--- src/rtl/tpx3_ts_pkg.sv ---
// rtl/tpx3_ts_pkg.sv - shared constants and types for timestamp word decoding
// Purpose: word field slices, word TYPE codes, timestamp width and decoder state type.
package tpx3_ts_pkg;

    localparam int TS_WIDTH    = 48;
    localparam int PAYLOAD_W   = 24;

    localparam logic [3:0] TS_TYPE_LO  = 4'h1;
    localparam logic [3:0] TS_TYPE_HI  = 4'h2;
    localparam logic [3:0] TS_TYPE_EXT = 4'h3;

    // Word layout: {ID[31:28], TYPE[27:24], PAYLOAD[23:0]}
    localparam int ID_MSB      = 31;
    localparam int ID_LSB      = 28;
    localparam int TYPE_MSB    = 27;
    localparam int TYPE_LSB    = 24;
    localparam int PAYLOAD_MSB = 23;
    localparam int PAYLOAD_LSB = 0;

    typedef enum logic {
        WAIT_LO = 1'b0,
        WAIT_HI = 1'b1
    } ts_dec_state_t;

endpackage

--- src/rtl/sat_counter.sv ---
// rtl/sat_counter.sv - saturating up-counter
// Purpose: counts inc_i pulses, holds at all-ones instead of wrapping.
// Ports: clk_i, rst_ni (async active-low), inc_i (count enable), count_o (current value).
module sat_counter #(
    parameter int WIDTH = 8
) (
    input  logic             clk_i,
    input  logic             rst_ni,
    input  logic             inc_i,
    output logic [WIDTH-1:0] count_o
);

    logic [WIDTH-1:0] count_q;

    always_ff @(posedge clk_i or negedge rst_ni) begin
        if (!rst_ni) begin
            count_q <= '0;
        end else if (inc_i && (count_q != '1)) begin
            count_q <= count_q + {{(WIDTH-1){1'b0}}, 1'b1};
        end
    end

    assign count_o = count_q;

endmodule

--- src/rtl/timestamp_word_decoder.sv ---
// rtl/timestamp_word_decoder.sv - re-assembles lo/hi timestamp words into 48-bit timestamps
// Purpose: pops 32-bit words from a FIFO, filters on IDENTIFIER, pairs TYPE=1/TYPE=2 words
//          and emits {hi, lo} plus the delta to the previous timestamp on a valid/ready stream.
// Ports: BUS_CLK, BUS_RST_N (async active-low); FIFO_EMPTY/FIFO_READ/FIFO_DATA (source FIFO,
//        data one cycle after the pop); TS_VALID/TS_READY/TS_DATA/TS_DELTA/TS_FIRST (output
//        stream); ERR_CNT/FOREIGN_CNT (saturating sequence-error and foreign-word counters).
module timestamp_word_decoder
    import tpx3_ts_pkg::*;
#(
    parameter logic [3:0] IDENTIFIER = 4'b0001,
    parameter int         CNT_WIDTH  = 8
) (
    input  logic                 BUS_CLK,
    input  logic                 BUS_RST_N,
    input  logic                 FIFO_EMPTY,
    output logic                 FIFO_READ,
    input  logic [31:0]          FIFO_DATA,
    output logic                 TS_VALID,
    input  logic                 TS_READY,
    output logic [TS_WIDTH-1:0]  TS_DATA,
    output logic [TS_WIDTH-1:0]  TS_DELTA,
    output logic                 TS_FIRST,
    output logic [CNT_WIDTH-1:0] ERR_CNT,
    output logic [CNT_WIDTH-1:0] FOREIGN_CNT
);

    ts_dec_state_t          state_q, state_d;
    logic                   rd_pend_q;
    logic [PAYLOAD_W-1:0]   lo_q, lo_d;
    logic [TS_WIDTH-1:0]    prev_q;
    logic                   first_flag_q;
    logic                   ts_valid_q;
    logic [TS_WIDTH-1:0]    ts_data_q;
    logic [TS_WIDTH-1:0]    ts_delta_q;
    logic                   ts_first_q;

    logic                   emit;
    logic                   err_inc;
    logic                   foreign_inc;
    logic                   fifo_read;

    logic [3:0]             word_id;
    logic [3:0]             word_type;
    logic [PAYLOAD_W-1:0]   word_payload;
    logic [TS_WIDTH-1:0]    ts_word;

    assign word_id      = FIFO_DATA[ID_MSB:ID_LSB];
    assign word_type    = FIFO_DATA[TYPE_MSB:TYPE_LSB];
    assign word_payload = FIFO_DATA[PAYLOAD_MSB:PAYLOAD_LSB];
    assign ts_word      = {word_payload, lo_q};

    // A stalled output blocks new reads, so an emit can never land while the
    // previous timestamp is still waiting for TS_READY.
    assign fifo_read = !FIFO_EMPTY && !rd_pend_q && !(ts_valid_q && !TS_READY);

    always_comb begin
        state_d     = state_q;
        lo_d        = lo_q;
        emit        = 1'b0;
        err_inc     = 1'b0;
        foreign_inc = 1'b0;
        if (rd_pend_q) begin
            if (word_id != IDENTIFIER) begin
                foreign_inc = 1'b1;
            end else begin
                case (word_type)
                    TS_TYPE_LO: begin
                        // In WAIT_HI the earlier low word lost its partner; the newer one wins.
                        if (state_q == WAIT_HI) begin
                            err_inc = 1'b1;
                        end
                        lo_d    = word_payload;
                        state_d = WAIT_HI;
                    end
                    TS_TYPE_HI: begin
                        if (state_q == WAIT_HI) begin
                            emit    = 1'b1;
                            state_d = WAIT_LO;
                        end else begin
                            err_inc = 1'b1;
                        end
                    end
                    default: begin
                        err_inc = 1'b1;
                        lo_d    = '0;
                        state_d = WAIT_LO;
                    end
                endcase
            end
        end
    end

    always_ff @(posedge BUS_CLK or negedge BUS_RST_N) begin
        if (!BUS_RST_N) begin
            state_q      <= WAIT_LO;
            rd_pend_q    <= 1'b0;
            lo_q         <= '0;
            prev_q       <= '0;
            first_flag_q <= 1'b1;
            ts_valid_q   <= 1'b0;
            ts_data_q    <= '0;
            ts_delta_q   <= '0;
            ts_first_q   <= 1'b0;
        end else begin
            state_q   <= state_d;
            rd_pend_q <= fifo_read;
            lo_q      <= lo_d;
            if (emit) begin
                ts_valid_q   <= 1'b1;
                ts_data_q    <= ts_word;
                ts_delta_q   <= first_flag_q ? '0 : (ts_word - prev_q);
                ts_first_q   <= first_flag_q;
                prev_q       <= ts_word;
                first_flag_q <= 1'b0;
            end else if (ts_valid_q && TS_READY) begin
                ts_valid_q <= 1'b0;
            end
        end
    end

    sat_counter #(.WIDTH(CNT_WIDTH)) u_err_cnt (
        .clk_i   (BUS_CLK),
        .rst_ni  (BUS_RST_N),
        .inc_i   (err_inc),
        .count_o (ERR_CNT)
    );

    sat_counter #(.WIDTH(CNT_WIDTH)) u_foreign_cnt (
        .clk_i   (BUS_CLK),
        .rst_ni  (BUS_RST_N),
        .inc_i   (foreign_inc),
        .count_o (FOREIGN_CNT)
    );

    assign FIFO_READ = fifo_read;
    assign TS_VALID  = ts_valid_q;
    assign TS_DATA   = ts_data_q;
    assign TS_DELTA  = ts_delta_q;
    assign TS_FIRST  = ts_first_q;

endmodule
--- config.mk ---
export PLATFORM = sky130hd
export DESIGN_NAME = timestamp_word_decoder
export DESIGN_NICKNAME = d
export VERILOG_FILES = /design/src/rtl/tpx3_ts_pkg.sv /design/src/rtl/sat_counter.sv /design/src/rtl/timestamp_word_decoder.sv
export SDC_FILE = /design/constraint.sdc
export NUM_CORES = 1
export LEC_CHECK = 0
export CAP_MARGIN = 20
export CORE_MARGIN = 4
export CORE_UTILIZATION = 48
export DETAILED_ROUTE_END_ITERATION = 16
export PLACE_DENSITY = 0.77
export SLEW_MARGIN = 10
export SYNTH_ARGS = -nofsm -noshare
export SYNTH_HDL_FRONTEND = slang
export SYNTH_HIERARCHICAL = 1
export SYNTH_SLANG_ARGS = --single-unit
--- constraint.sdc ---
create_clock -name BUS_CLK -period 2.8 [get_ports BUS_CLK]
set_input_delay 0.84 -clock BUS_CLK [delete_from_list [all_inputs] [get_ports BUS_CLK]]
set_output_delay 0.84 -clock BUS_CLK [all_outputs]
set_load 0.05 [all_outputs]
==> flow_summary_export.csv, run 1 <==
group,metric,value,unit
run_status,status,"finished with violations",
run_status,violations,"setup timing",
timing,max_freq,0.329,GHz
routing,dr.pass1.iters,8,
routing,drc_errors,0,
yosys,syn_nets,930,
yosys,async_reset_ff_frac,1.00,
yosys,yosys-top-cells-area,"dfrtp_1 (43%), ha_1 (7.6%), mux2_2 (6.8%)",
yosys,synth_commonest_cells,"dfrtp_1 (140), nand2_1 (121), o21ai_0 (64), inv_1 (63), a21oi_1 (57)",
power,clockPowerShare,0.388,
power,power.internal,4320,uW
routing,postRouteAntennaNets,0,
place,place_inst,1347,
yosys,ys_ff_latch,141,
setup_path,r2r_setup_slack,-0.24,ns
final_layout,fill_cells,1151,
yosys,syn_area_per_cell,9.60,sq um
setup_path,path_max_fanout,3,
final_layout,final_cells,1405,
timing,rsz0062_at_grt,"true",
yosys,ys.flop_type,"dfrtp_1",
final_layout,syn_to_final_growth,53.2,%
routing,dr.first_iter.drc_count,485,
place,port_buffers,150,
timing,finalSetupTns,-2.79,ns
routing,wl_per_cell,17.4,um
yosys,seq_area_frac_synth,0.435,
timing,setup_ws,-0.237,ns
die,initial_core_util,0.489,
yosys,synth-simple-area-share,0.139,
clocking,postCtsHoldBufs,0,
routing,vias,7680,
setup_path,arrival,3.39,ns
power,total_power,6160,uW
global_route,first_global_vias,7597,
power,vdd_drop_max,0.598,mV
timing,hold_violations,0,
power,p_leak,0.00576,uW
yosys,synth_cells,844,
power,pwr-share-comb,0.252,
die,die_x,138,um
yosys,synth.most_common_cell,"dfrtp_1",
yosys,synthAdderAreaFrac,0.0781,
clocking,clk_pin_slew_worst_paths,0.06,ns
timing,finalMaxSlewViolations,0,
power,switchingPower,1840,uW
timing,max-slew-margin-rel,0.624,
global_route,grt_first_pass_wirelength,37.7,mm
clocking,cts_tree,"yes",
place,place_area,0.0111,sq mm
timing,setup_viol,19,
routing,vias_per_cell,5.47,
final_layout,design_area,0.0124,sq mm
routing,wl,24.5,mm
global_route,grt_use_total,0.253,
setup_path,r2r-start,"lo_q[0]",
job,maxCapViolCount,0,
global_route,grt_start_max_net_pins,85,
yosys,yosysTopAreaCell,"dfrtp_1",
setup_path,reg2reg_depth,15,
setup_path,cp-start-kind,"flop",
clocking,clock-sinks,141,
setup_path,timing.rr.end,"TS_DELTA[46]",
yosys,synth_top_family_by_area,"compound AO/OA/AOI/OAI gates",
clocking,h-tree-depth,4,
die,design.core.area,0.0166,sq mm
die,die_area,0.0190,sq mm
power,swShare,0.298,
power,p_per_area,496,mW/mm^2
setup_path,cp_data_required_time,3.16,ns
final_layout,fin_util,0.749,
die,die_y,138,um
power,seqPwrFrac,0.360,
timing,fin_crit,3.04,ns
setup_path,crit_start,"lo_q[0]",
yosys,synth-compound-area-share,0.175,
die,ios,151,
place,hpwlAfterDp,17.3,mm
yosys,yosysWarnings,6,
place,routabilityCongestion,0.945,
global_route,grt_overflow,0,
clocking,cts-root-buf,"clkbuf_16",
die,rows,47,
yosys,synth_area,0.00811,sq mm
setup_path,worstSetupPathType,"flop to flop",
timing,worst_pin_slew,0.563,ns
timing,finalClockSkew,0.00811,ns
yosys,muxShareOfSynthArea,0.0745,
yosys,synth.top_cell.area_share,0.432,
final_layout,fin_nets,1257,
clocking,clk_latency,0.42,ns
hold_path,min_path_type,"primary input to async pin",
timing,min_period_over_period,1.08,
setup_path,endpoint_kind,"flop",
clocking,cts_buffers,17,
yosys,synth_cell_types,65,
final_layout,drive_gt1_frac,0.327,
global_route,antenna_found_initial,1,
clocking,cts_buffer_depth,2,
yosys,synth-xor-area-share,0.0508,
yosys,synth_edf_count,0,
through the flow:
step / hold WS [ns] / setup slack (ns)
5_1_grt: 0.419 / -0.375
4_1_cts: 0.398 / -0.209
3_3_place_gp: 0.460 / -0.798
3_5_place_dp: 0.470 / -0.869
6_report: 0.386 / -0.237
2_1_floorplan: 0.461 / -0.248
power by group through the flow:
stage          logic, uW  clock network (uW)  registers (uW)
2_1_floorplan        546                   0            2450
3_3_place_gp        1300                   0            2250
3_5_place_dp        1320                   0            2250
4_1_cts             1400                2410            2220
5_1_grt             1650                2500            2230
6_report            1550                2390            2220
registers in the layout, summed over array words and instances (netlist names):
register	flops
rd_pend_q	1
TS_VALID	1
first_flag_q	1
TS_DATA	48
lo_q	24
u_err_cnt/count_o	8
TS_FIRST	1
state_q	1
TS_DELTA	48
u_foreign_cnt/count_o	8
cell type report:
| cell class | instances | area, sq um | share of cell area |
|---|---|---|---|
| antenna | 1 | 2.50 | 0.000202 |
| sequential | 141 | 3550 | 0.286 |
| timing repair buffer | 342 | 3020 | 0.243 |
| inverter | 63 | 236 | 0.0190 |
| clock inverter | 13 | 190 | 0.0153 |
| clock buffer | 19 | 433 | 0.0349 |
| multi-input combinational | 606 | 4710 | 0.379 |
| tap | 220 | 275 | 0.0222 |
per-layer routing:
| layer | global-route usage | up-vias | wire [um] |
|---|---|---|---|
| li1 | - | 3637 | - |
| met5 | 0 | - | 0 |
| met4 | 0.0812 | 0 | 744 |
| met3 | 0.0522 | 52 | 1300 |
| met2 | 0.415 | 248 | 12100 |
| met1 | 0.336 | 3743 | 10400 |
worst max-delay path, stage by stage (launching register included):
cell      delay [ns]
dfrtp_1         0.37
inv_2           0.07
ha_4            0.13
inv_2           0.04
fa_2            0.41
a211oi_4        0.28
o21bai_2        0.12
a311oi_2        0.26
buf_4           0.19
nor4_4          0.05
nor2_4          0.16
o31ai_4         0.10
o31ai_4         0.26
o21ai_2         0.11
or3_1           0.31
nand3_1         0.09
kinds of logic after synthesis:
family          count (synthesis)
fa+ha+maj                      50
mux                            53
buf+inv                        97
compound gates                220
simple gates                  236
xor+xnor                       47
flops                         141
worst max-delay path by stage:
stage	endpoint	slack, ns	cells past startpoint
2_1_floorplan	TS_DELTA[46]	-0.25	13
3_3_place_gp	TS_DELTA[46]	-0.80	12
3_5_place_dp	TS_DELTA[46]	-0.87	12
4_1_cts	TS_DELTA[40]	-0.21	16
5_1_grt	TS_DELTA[42]	-0.38	16
6_report	TS_DELTA[46]	-0.24	15
timing repair:
| action | in CTS | in global routing |
|---|---|---|
| pin swaps | 34 | 30 |
| buffers inserted | 9 | 17 |
| resized for setup | 42 | 65 |
| setup endpoints to repair | 25 | 49 |
layout by cell type, fill, tap and decap left out, types with 6 or more instances in the layout:
| cell | netlist | routed |
|---|---|---|
| nand4_1 | 11 | 11 |
| nand2b_1 | 7 | 7 |
| inv_1 | 63 | 58 |
| buf_4 | 1 | 183 |
| nor2_1 | 16 | 15 |
| ha_1 | 49 | 34 |
| o21bai_1 | 10 | 9 |
| a21o_1 | 21 | 21 |
| a21oi_2 | 1 | 13 |
| clkbuf_16 | 0 | 17 |
| clkdlybuf4s50_1 | 0 | 141 |
| mux2_2 | 49 | 49 |
| buf_6 | 2 | 6 |
| ha_4 | 0 | 15 |
| o21ai_1 | 9 | 20 |
| nand3_1 | 40 | 39 |
| nor3_1 | 9 | 7 |
| o21ai_0 | 64 | 47 |
| dfrtp_1 | 140 | 123 |
| xnor2_1 | 23 | 19 |
| a21oi_1 | 57 | 44 |
| xor2_1 | 24 | 19 |
| dfrtp_2 | 0 | 17 |
| nand2_1 | 121 | 119 |
(Power assumes the default switching activity.)
==> run 2: changes to the inputs <==
--- a/config.mk
+++ b/config.mk
@@ -7,9 +7,10 @@
 export LEC_CHECK = 0
 export CAP_MARGIN = 20
 export CORE_MARGIN = 4
-export CORE_UTILIZATION = 48
+export CORE_UTILIZATION = 50
 export DETAILED_ROUTE_END_ITERATION = 16
-export PLACE_DENSITY = 0.77
+export GPL_ROUTABILITY_DRIVEN = 0
+export PLACE_DENSITY = 0.76
 export SLEW_MARGIN = 10
 export SYNTH_ARGS = -nofsm -noshare
 export SYNTH_HDL_FRONTEND = slang
==> constraint.sdc (replaced) <==
create_clock -name BUS_CLK -period 3.65 [get_ports BUS_CLK]
set_input_delay 1.095 -clock BUS_CLK [delete_from_list [all_inputs] [get_ports BUS_CLK]]
set_output_delay 1.095 -clock BUS_CLK [all_outputs]
set_load 0.05 [all_outputs]
==> run 2 against run 1 <==
  * Via count fell by 9.4%
  * Worst hold slack better by 0.087 ns
  * Total power is 29% lower
  * Sequential power shrank 23%
  * Final area down 13%
  * Maximum frequency shrank 12%
  * Critical path type unchanged
  * Final cell count down 10%
  * Register-to-register slack improved by 0.44 ns
  * Setup slack improved by 0.44 ns
  * Sequential cell count is the same
  * Sequential share of layout area rose by 4.1 points
  * The flow now finishes without violations
  * Count of clock-buffer cells in the layout decreased by 1
==> flow_summary_export.csv, run 2 (synthesized netlist as in run 1, its figures left out) <==
group,metric,value,unit
run_status,status,"finished clean",
routing,wl_per_cell,17.1,um
power,swShare,0.297,
timing,worst_pin_slew,0.783,ns
die,die_area,0.0183,sq mm
final_layout,multi_input_area,0.00420,sq mm
place,hpwlAfterDp,16.1,mm
timing,finalClockSkew,0.00905,ns
hold_path,min_path_type,"flop to flop",
setup_path,r2r_setup_slack,0.21,ns
power,clockPowerShare,0.403,
power,p_per_area,408,mW/mm^2
routing,dr.pass1.iters,5,
final_layout,drive_gt1_frac,0.158,
routing,postRouteAntennaNets,0,
routing,wl,21.5,mm
timing,hold_violations,0,
clocking,cts_tree,"yes",
timing,min_period_over_period,0.943,
final_layout,design_area,0.0108,sq mm
timing,setup_ws,0.207,ns
global_route,grt_use_total,0.244,
timing,rsz0062_at_grt,"false",
power,power.internal,3090,uW
clocking,cts_setup_buffers,0,
setup_path,cp_data_required_time,3.95,ns
die,ios,151,
timing,setup_viol,0,
timing,max_freq,0.290,GHz
clocking,cts_buffer_depth,2,
routing,dr.first_iter.drc_count,499,
global_route,grt_first_pass_wirelength,35.4,mm
die,rows,46,
timing,finalSetupTns,0,ns
setup_path,endpoint_kind,"flop",
setup_path,worstSetupPathType,"flop to flop",
die,design.core.area,0.0159,sq mm
setup_path,r2r-start,"lo_q[0]",
clocking,cts-root-buf,"clkbuf_16",
hold_path,hold_path_startpoint,"TS_DELTA[5]",
power,switchingPower,1300,uW
clocking,clk_latency,0.42,ns
setup_path,reg2reg_depth,15,
final_layout,fin_nets,1118,
final_layout,fill_cells,1296,
clocking,clk_pin_slew_worst_paths,0.06,ns
setup_path,arrival,3.74,ns
routing,vias,6960,
global_route,first_global_vias,6989,
job,maxCapViolCount,0,
final_layout,fin_util,0.679,
clocking,h-tree-depth,4,
timing,finalMaxSlewViolations,0,
die,die_x,135,um
hold_path,min_path_cells,2,
die,die_y,135,um
timing,max-slew-margin-rel,0.477,
setup_path,path_max_fanout,3,
hold_path,hold_end,"TS_DELTA[5]",
setup_path,cp-start-kind,"flop",
global_route,antenna_found_initial,0,
global_route,grt_overflow,0,
clocking,postCtsHoldBufs,0,
final_layout,final_common_cell,"clkdlybuf4s50_1",
final_layout,syn_to_final_growth,33.0,%
power,vdd_drop_max,0.464,mV
setup_path,crit_start,"lo_q[0]",
routing,vias_per_cell,5.52,
final_layout,antenna_cells,0,
timing,fin_crit,3.44,ns
clocking,ctsResizeCount,0,
place,pre_cts_ws,-0.206,ns
global_route,grt_start_max_net_pins,108,
power,seqPwrFrac,0.387,
die,initial_core_util,0.510,
place,place_area,0.0102,sq mm
routing,drc_errors,0,
clocking,cts_buffers,17,
power,p_leak,0.00496,uW
final_layout,regArea,0.00353,sq mm
power,pwr-share-comb,0.210,
clocking,clock-sinks,141,
setup_path,timing.rr.end,"TS_DELTA[46]",
place,port_buffers,150,
final_layout,final_cell_mix,"clkdlybuf4s50_1 (148), dfrtp_1 (140), nand2_1 (121), o21ai_0 (64), inv_1 (63)",
run 2: cell count changes in the layout (fill, tap and decap cells not counted), sizes merged, moves of 2 or more:
cell           change
dlymetal6s2s       -2
dlygate4sd2        -5
buf              -139
clkinvlp           +3
clkdlybuf4s50      +7
inv                -2
run 2: worst max-delay path: stages, from the launching register on:
cell and delay, ns:
dfrtp_1 0.36, inv_1 0.11, ha_1 0.21, inv_1 0.06
fa_1 0.44, a211oi_2 0.23, o21bai_1 0.17, a311oi_2 0.46
nor4_2 0.11, nor2_2 0.22, o31ai_2 0.16, o31ai_4 0.26
o21ai_1 0.13, buf_4 0.15, o21ai_0 0.17, nand3_1 0.09
run 2: stage by stage:
| stage | std cells | hold WS (ns) | power [uW] |
|---|---|---|---|
| floorplan | 844 | 0.461 | 2300 |
| global placement | 1229 | 0.461 | 2630 |
| detailed placement | 1229 | 0.470 | 2640 |
| CTS | 1261 | 0.482 | 4420 |
| global route | 1261 | 0.511 | 4570 |
| finish | 1261 | 0.472 | 4400 |
run 2: power by group through the flow:
stage / sequential (uW) / combinational (uW) / clock, uW
floorplan: 1880 / 413 / 0
finish: 1700 / 923 / 1770
global placement: 1720 / 903 / 0
global route: 1710 / 996 / 1860
detailed placement: 1730 / 913 / 0
CTS: 1700 / 921 / 1800
run 2: layout make-up:
type,instances,share of cell area
flip-flops and latches,141,0.327
clock inverters,14,0.0158
multi-input cells,606,0.390
well taps,216,0.0251
repair buffers,203,0.179
clock buffers,18,0.0407
inverters,63,0.0219
run 2: how the worst max path moves through the flow:
stage	depth (start not counted)	end
finish	15	TS_DELTA[46]
floorplan	1	FIFO_READ
CTS	13	TS_DELTA[46]
detailed placement	13	TS_DELTA[46]
global route	15	TS_DELTA[46]
global placement	13	TS_DELTA[46]
run 2: routing by layer:
layer / GRT usage / vias to the layer above / wire [um]
met2: 0.400 / 233 / 10400
met3: 0.0490 / 52 / 1180
li1: - / 3358 / -
met4: 0.0896 / 0 / 604
met5: 0 / - / 0
met1: 0.321 / 3317 / 9340
==> run 3: changes to the inputs <==
--- a/config.mk
+++ b/config.mk
@@ -6,11 +6,13 @@
 export NUM_CORES = 1
 export LEC_CHECK = 0
 export CAP_MARGIN = 20
+export CELL_PAD_IN_SITES_DETAIL_PLACEMENT = 0
+export CELL_PAD_IN_SITES_GLOBAL_PLACEMENT = 2
 export CORE_MARGIN = 4
-export CORE_UTILIZATION = 50
+export CORE_UTILIZATION = 35
 export DETAILED_ROUTE_END_ITERATION = 16
 export GPL_ROUTABILITY_DRIVEN = 0
-export PLACE_DENSITY = 0.76
+export PLACE_DENSITY = 0.84
 export SLEW_MARGIN = 10
 export SYNTH_ARGS = -nofsm -noshare
 export SYNTH_HDL_FRONTEND = slang
==> run 3 against run 2 <==
  * Setup slack got worse by 0.0073 ns
  * Sequential share of layout area decreased by 0.56 points
  * Critical path type is now primary input to flop
  * Sequential power about the same
  * Final cell count increased by 6.5%
  * Sequential cell count unchanged
  * Wire length increased by 9.2%
  * Worst hold slack improved by 0.0013 ns
  * Clock power increased by 3%
  * Clock skew increased by 0.0041 ns
  * Global-route usage decreased by 5.8 points
  * Via count decreased by 1.9%
==> flow_summary_export.csv, run 3 (synthesized netlist as in run 1, its figures left out) <==
group,metric,value,unit
power,vdd_drop_max,0.393,mV
timing,hold_violations,0,
setup_path,cpPeakStageDelay,0.57,ns
setup_path,crit_buf_inv,2,
setup_path,endpoint_kind,"flop",
clocking,cts-root-buf,"clkbuf_16",
timing,setup_viol,0,
power,switchingPower,1360,uW
global_route,antenna_found_initial,1,
routing,wl,23.5,mm
global_route,first_global_vias,6903,
place,hpwlAfterDp,18.2,mm
clocking,h-tree-depth,4,
routing,wl_per_cell,17.5,um
power,swShare,0.306,
setup_path,path_max_fanout,4,
setup_path,cpLargestDelayFamily,"compound AO/OA/AOI/OAI gates",
final_layout,fin_nets,1130,
die,die_area,0.0257,sq mm
setup_path,critical_path.slowest_cell,"or4_1",
clocking,postCtsHoldBufs,0,
timing,finalMaxSlewViolations,0,
timing,min_period_over_period,0.945,
setup_path,arrival,3.76,ns
timing,max-slew-margin-rel,0.608,
global_route,grt_use_total,0.185,
die,rows,55,
final_layout,regArea,0.00353,sq mm
clocking,clk_latency,0.43,ns
power,total_power,4460,uW
final_layout,drive_gt1_frac,0.168,
final_layout,syn_to_final_growth,35.3,%
setup_path,cp-start-kind,"primary input",
power,power.internal,3090,uW
routing,drc_errors,0,
timing,max_freq,0.290,GHz
global_route,grt_start_max_net_pins,67,
routing,dr.first_iter.drc_count,350,
power,p_per_area,406,mW/mm^2
timing,worst_pin_slew,0.586,ns
global_route,grt_overflow,0,
clocking,cts_buffers,17,
clocking,cts_buffer_depth,2,
final_layout,final_cell_mix,"clkdlybuf4s50_1 (148), dfrtp_1 (140), nand2_1 (121), o21ai_0 (64)",
routing,postRouteAntennaNets,0,
die,ios,151,
timing,rsz0062_at_grt,"false",
timing,fin_crit,3.45,ns
setup_path,cp_common_cell,"o31ai_2",
routing,vias,6828,
final_layout,multi_input_area,0.00421,sq mm
die,die_y,160,um
job,maxCapViolCount,0,
run_status,status,"finished clean",
power,clockPowerShare,0.408,
hold_path,min_path_type,"flop to flop",
die,design.core.area,0.0227,sq mm
clocking,cts_tree,"yes",
setup_path,worstPathCellList,"clkdlybuf4s50_1 > ha_1 > nand2_1 > or4_1 > o31ai_2 > o31ai_4 > buf_4 > o31ai_2 > xnor2_1 > o21ai_1",
setup_path,worstSetupPathType,"primary input to flop",
die,die_x,160,um
place,port_buffers,150,
die,initial_core_util,0.357,
clocking,cts_setup_buffers,0,
routing,dr.pass1.iters,6,
final_layout,fin_util,0.483,
routing,vias_per_cell,5.08,
final_layout,fill_cells,2181,
timing,finalClockSkew,0.0132,ns
power,pwr-share-comb,0.210,
clocking,clk_pin_slew_worst_paths,0.06,ns
setup_path,cp_data_required_time,3.96,ns
global_route,grt_first_pass_wirelength,37.8,mm
final_layout,final_common_cell,"clkdlybuf4s50_1",
power,p_leak,0.00503,uW
clocking,clock-sinks,141,
power,seqPwrFrac,0.382,
[run 3: cell count changes in the layout (fill, tap and decap cells not counted)]
| cell | delta |
|---|---|
| a221oi_1 | -1 |
| a221oi_2 | +1 |
| buf_4 | +12 |
| clkbuf_8 | -1 |
| clkinv_2 | -1 |
| clkinv_4 | +1 |
| clkinvlp_4 | -3 |
| diode_2 | +1 |
| inv_6 | +4 |
[run 3: worst paths after layout]
check                             start            to  slack [ns]  cells after the start
max reg2reg                     lo_q[0]  TS_DELTA[46]        0.26                     14
min reg2reg                TS_DELTA[13]  TS_DELTA[13]        0.47                      2
min                        TS_DELTA[13]  TS_DELTA[13]        0.47                      2
max                        FIFO_DATA[1]  TS_DELTA[42]        0.20                     10
max in group asynchronous     BUS_RST_N   TS_DATA[33]        2.27                      2
min in group asynchronous     BUS_RST_N  TS_DELTA[27]        0.63                      1
[run 3: cell type report]
class / instances / area share
Sequential cell: 141 / 0.322
Timing Repair Buffer: 215 / 0.185
Clock buffer: 17 / 0.0388
Clock inverter: 15 / 0.0170
Antenna cell: 1 / 0.000228
Multi-Input combinational cell: 606 / 0.384
Tap cell: 285 / 0.0325
Inverter: 63 / 0.0216
[run 3: power groups by stage]
stage               clock, uW  sequential, uW  combinational (uW)
finish                   1820            1700                 934
CTS                      1870            1700                 945
global route             1930            1710                1020
global placement            0            1730                 939
detailed placement          0            1730                 941
floorplan                   0            1880                 413
[run 3: timing repair]
action	in CTS	in global routing
endpoints found under the hold margin	0	0
setup endpoints to repair	0	2
gates resized for setup	0	1
[run 3: metrics by stage]
| step | TNS, ns | hold WS [ns] | cells | area [sq um] | setup WS, ns |
|---|---|---|---|---|---|
| final | 0 | 0.474 | 1343 | 11000 | 0.199 |
| after global routing | 0 | 0.503 | 1343 | 11000 | 0.0319 |
| after CTS | 0 | 0.484 | 1342 | 11000 | 0.184 |
| after floorplan | 0 | 0.461 | 844 | 8110 | 0.323 |
| after global placement | -1.05 | 0.461 | 1310 | 10400 | -0.185 |
| after detailed placement | -1.62 | 0.469 | 1310 | 10400 | -0.221 |
[run 3: per-layer routing]
layer,routed length [um],part of all wire,GRT usage
met5,0,0,0
met3,1040,0.044,0.0400
met4,715,0.030,0.0727
met2,10900,0.46,0.293
met1,10900,0.46,0.249
[run 3: worst min-delay path, delay by kind of cell (launching register included)]
| family | cells | cell delay, ns |
|---|---|---|
| DFF | 1 | 0.34 |
| and+or+nand+nor | 1 | 0.04 |
| AOI/OAI and AO/OA | 1 | 0.05 |
==> patch 1: new RTL, flow settings as in run 1 <==
Register the output `FOREIGN_CNT`, cleared by the reset; this adds one clock of latency there. The other outputs are not delayed to match.
--- a/src/rtl/timestamp_word_decoder.sv
+++ b/src/rtl/timestamp_word_decoder.sv
@@ -23,6 +23,8 @@
     output logic [CNT_WIDTH-1:0] ERR_CNT,
     output logic [CNT_WIDTH-1:0] FOREIGN_CNT
 );
+
+    logic [CNT_WIDTH-1:0] FOREIGN_CNT_d;
 
     ts_dec_state_t          state_q, state_d;
     logic                   rd_pend_q;
@@ -129,7 +131,7 @@
         .clk_i   (BUS_CLK),
         .rst_ni  (BUS_RST_N),
         .inc_i   (foreign_inc),
-        .count_o (FOREIGN_CNT)
+        .count_o (FOREIGN_CNT_d)
     );
 
     assign FIFO_READ = fifo_read;
@@ -138,4 +140,12 @@
     assign TS_DELTA  = ts_delta_q;
     assign TS_FIRST  = ts_first_q;
 
+    always_ff @(posedge BUS_CLK or negedge BUS_RST_N) begin
+        if (!BUS_RST_N) begin
+            FOREIGN_CNT <= '0;
+        end else begin
+            FOREIGN_CNT <= FOREIGN_CNT_d;
+        end
+    end
+
 endmodule
Behaviour: not the same (Yosys sat finds a counterexample within 4 cycles, from zero or initial values and one cycle with BUS_RST_N low).
==> patch 1 against run 1 <==
  * The flow still finishes with violations (negative setup slack)
  * Clock skew increased by 0.0017 ns
  * Highest routed layer unchanged
  * Critical endpoint is now TS_DELTA[40]
  * Synthesized cell count up 0.95%
  * Cell area rose by 3.0%
  * Non-clock buffer count increased by 21
  * Power rose by 2.4%
  * Setup slack gained 0.0086 ns
  * Sequential cell count increased by 8
  * Wire length increased by 11%
  * Core utilization grew 1.4 points
  * Maximum frequency increased by 0.28%
  * Area after synthesis increased by 2.5%
==> patch 1: results (changes against run 1) <==
diodes: 0  # -1
drt_iter0_markers: 514  # +6.0%
failed_checks: "negative setup slack"
grt-ovfl-total: 0  # unchanged
wl_met2_mm: 13.5  # +12%
synth_fp_nets: 938  # +0.86%
setup_viol: 18  # -1
fill_cells: 1138  # -1.1%
wl_met3_mm: 1.80  # +39%
critPathArrivalTime_ns: 3.32  # -0.07 ns
r2r_cells: 16  # +1
status: "finished with violations"
route.vias.total: 8047  # +4.8%
grt_usage_pct: 27.5  # +2.2 points
grt_antenna_before_repair: 0  # -1
first_pass_iters: 5  # -3
whs_ns: 0.352  # -0.0339 ns
wl_met1_mm: 10.9  # +4.8%
max_slew_margin_pct: 58.9  # -3.5 points
placed_area_um2: 11400  # +2.5%
grt_pass1_wl_mm: 42.6  # +13%
power_leakage_uw: 0.00598  # +3.8%
grt_max_degree: 52  # -39%
routabilityCongestion: 0.945  # about the same
fin_ws_ns: -0.228  # +0.00859 ns
ys_seq_area_share_pct: 44.9  # +1.4 points
synth_common_cells: "148 x dfrtp_1, 121 x nand2_1, 64 x o21ai_0"
internal-power_uw: 4390  # +1.5%
drive_gt1_share_pct: 34.4  # +1.7 points
grt_pass1_vias: 8149  # +7.3%
synthTopCellsByArea: "dfrtp_1 45%, ha_1 7.4%, mux2_2 6.6%"
fin_nets: 1286  # +2.3%
[patch 1: cell families after synthesis]
family	share of synthesized area (%)
XOR/XNOR	4.96
AO/OA/AOI/OAI	17.1
flip-flops	44.9
adder cells (fa/ha/maj)	7.62
buffers and inverters	4.61
multiplexers	7.28
AND/OR/NAND/NOR	13.5
[patch 1: layout make-up]
cell class	count	area [um2]	area share, %
multi-input cells	606	4710	36.8
flip-flops and latches	149	3750	29.3
repair buffers	363	3210	25.1
clock buffers	18	429	3.36
well taps	220	275	2.15
inverters	63	236	1.85
clock inverters	14	176	1.38
[patch 1: final timing paths]
path / startpoint / to
hold / removal: BUS_RST_N / TS_FIRST
max in group asynchronous: BUS_RST_N / TS_DATA[20]
min in group BUS_CLK: u_foreign_cnt/count_o[1] / FOREIGN_CNT[1]
setup reg to reg: lo_q[0] / TS_DELTA[40]
hold reg to reg: u_foreign_cnt/count_o[1] / FOREIGN_CNT[1]
setup / recovery: lo_q[0] / TS_DELTA[40]
[patch 1: worst max-delay path: stages, from the launching register on]
cell and delay, ns:
dfrtp_1 0.37, inv_2 0.09, ha_4 0.14, inv_2 0.04, fa_2 0.42, a211oi_4 0.24
o21bai_1 0.12, a311oi_2 0.22, buf_4 0.18, nor4_4 0.06, nor2_4 0.18, o31ai_4 0.10
o31ai_4 0.26, buf_4 0.18, o21bai_1 0.08, xnor2_1 0.15, o21ai_1 0.07
[patch 1: power by group through the flow]
stage               Combinational (uW)  Sequential, uW  Clock (uW)
floorplan                          546            2620           0
global placement                  1320            2420           0
detailed placement                1330            2420           0
CTS                               1450            2390        2400
global route                      1640            2410        2510
finish                            1540            2390        2380
[patch 1: timing repair]
action	CTS	global route
resized for setup	89	34
setup buffers	34	13
pin swaps	48	35
endpoints found under the setup margin	24	28
[patch 1: layer usage]
| metal | track usage [%] | vias up |
|---|---|---|
| li1 | - | 3692 |
| met1 | 33.8 | 3952 |
| met2 | 47.3 | 330 |
| met3 | 6.72 | 73 |
| met4 | 9.54 | 0 |
| met5 | 0 | - |
[patch 1: through the flow]
stage          util, %  TNS (ns)  setup WS (ns)  total power (uW)  cells
6_report          76.3     -2.49         -0.228              6310   1433
5_1_grt           76.3     -4.34         -0.357              6570   1433
4_1_cts           75.1     -2.04         -0.218              6240   1429
3_5_place_dp      67.9    -25.81         -0.896              3760   1365
3_3_place_gp      67.9    -22.00         -0.782              3730   1365
2_1_floorplan        -     -1.14         -0.248              3170    852
==> patch 2: new RTL, flow settings as in run 1 <==
Made on the original files. The parameter `CNT_WIDTH` goes from 8 to 7.
--- a/src/rtl/timestamp_word_decoder.sv
+++ b/src/rtl/timestamp_word_decoder.sv
@@ -8,7 +8,7 @@
     import tpx3_ts_pkg::*;
 #(
     parameter logic [3:0] IDENTIFIER = 4'b0001,
-    parameter int         CNT_WIDTH  = 8
+    parameter int         CNT_WIDTH  = 7
 ) (
     input  logic                 BUS_CLK,
     input  logic                 BUS_RST_N,
Interface: changed (resized ERR_CNT and FOREIGN_CNT); port bits go from 151 to 149. No check against the original RTL was run, so the function may have changed too.
==> patch 2 against run 1 <==
  * The flow still finishes with violations (negative setup slack)
  * Die area fell by 1.8%
  * Area after synthesis fell by 1.9%
  * Via count fell by 1.8%
  * Combinational power fell by 5%
  * Non-clock buffer count fell by 12
  * Power fell by 1.0%
  * Sequential cell count fell by 2
  * Wire length rose by 4.2%
  * Core utilization rose by 0.38 points
  * Setup slack improved by 0.023 ns
  * Cell area fell by 2.7%
  * Clock skew fell by 0.0017 ns
  * Critical path type unchanged
  * Highest routed layer unchanged
==> patch 2: results (changes against run 1) <==
post_cts_buffers: 11  # +2
critPathArrivalTime_ns: 3.38  # about the same
grt_max_degree: 55  # -35%
cts_resized: 57  # +36%
seqCellArea_um2: 3500  # -1.4%
setup_viol: 15  # -4
critPathMaxStageDelay_ns: 0.37  # -0.04 ns
internal-power_uw: 4310  # -0.20%
worst_pin_slew_ns: 0.627  # +0.0643 ns
wl_met3_mm: 1.57  # +21%
slowest_stage: "dfrtp_1"
ys_seq_area_share_pct: 43.8  # +0.22 points
status: "finished with violations"
power_leakage_uw: 0.00568  # -1.3%
synthTopCellsByArea: "dfrtp_1 43%, ha_1 7.7%, mux2_2 7.2%"
port_buffers: 148  # -1.3%
seq_power_uw: 2180  # -2%
buf_share_pct: 24.1  # -0.27 points
grtUsageMet3_pct: 6.25  # +1.0 points
fin_nets: 1235  # -1.8%
failed_checks: "negative setup slack"
grt_pass1_vias: 7778  # +2.4%
finClkSkew_ns: 0.00641  # -0.00170 ns
fin_tns_setup_ns: -1.83  # +0.961 ns
multi_input_area_um2: 4530  # -3.7%
grt_pass1_wl_mm: 40.3  # +6.9%
grt_antenna_before_repair: 0  # -1
use_met1_pct: 36.5  # +2.9 points
fill_cells: 1061  # -7.8%
ir_worst_vdd_mv: 0.435  # -27%
p_per_area_nw_per_um2: 504  # +1.7%
fin_ws_ns: -0.214  # +0.0228 ns
buffers: 330  # -3.5%
first_pass_iters: 7  # -1
wire_per_inst_um: 18.5  # +6.2%
synth_common_cells: "138 x dfrtp_1, 123 x nand2_1, 68 x o21ai_0"
dp_cells: 1330  # -1.3%
clk_share_pct: 5.27  # +0.25 points
drive_gt1_share_pct: 31.4  # -1.3 points
nMultiInputCombCells: 598  # -1.3%
placed_area_um2: 11000  # -1.3%
wl_met1_mm: 10.8  # +4.5%
drt_iter0_markers: 603  # +24%
-- patch 2: changes by cell type in the layout (fill, tap and decap cells not counted), moves of 4 or more --
| cell | run 1 | this run |
|---|---|---|
| a31oi_1 | 5 | 1 |
| and3_1 | 3 | 7 |
| buf_4 | 183 | 175 |
| clkdlybuf4s50_1 | 141 | 135 |
| ha_1 | 34 | 30 |
| nand2_1 | 119 | 123 |
-- patch 2: per-stage QoR --
stage          setup WS, ns  util (%)  hold slack (ns)
2_1_floorplan        -0.238         -            0.461
3_3_place_gp         -0.758      68.3            0.463
3_5_place_dp         -0.793      68.3            0.472
4_1_cts              -0.167      74.1            0.345
5_1_grt              -0.350      75.2            0.353
6_report             -0.214      75.2            0.336
-- patch 2: cell families after synthesis --
| group | synth area share (%) |
|---|---|
| DFF | 43.8 |
| buffers and inverters | 4.72 |
| xor gates and xnor gates | 4.96 |
| and+or+nand+nor | 14.2 |
| adders and majority gates | 7.96 |
| AOI/OAI and AO/OA | 16.8 |
| muxes | 7.60 |
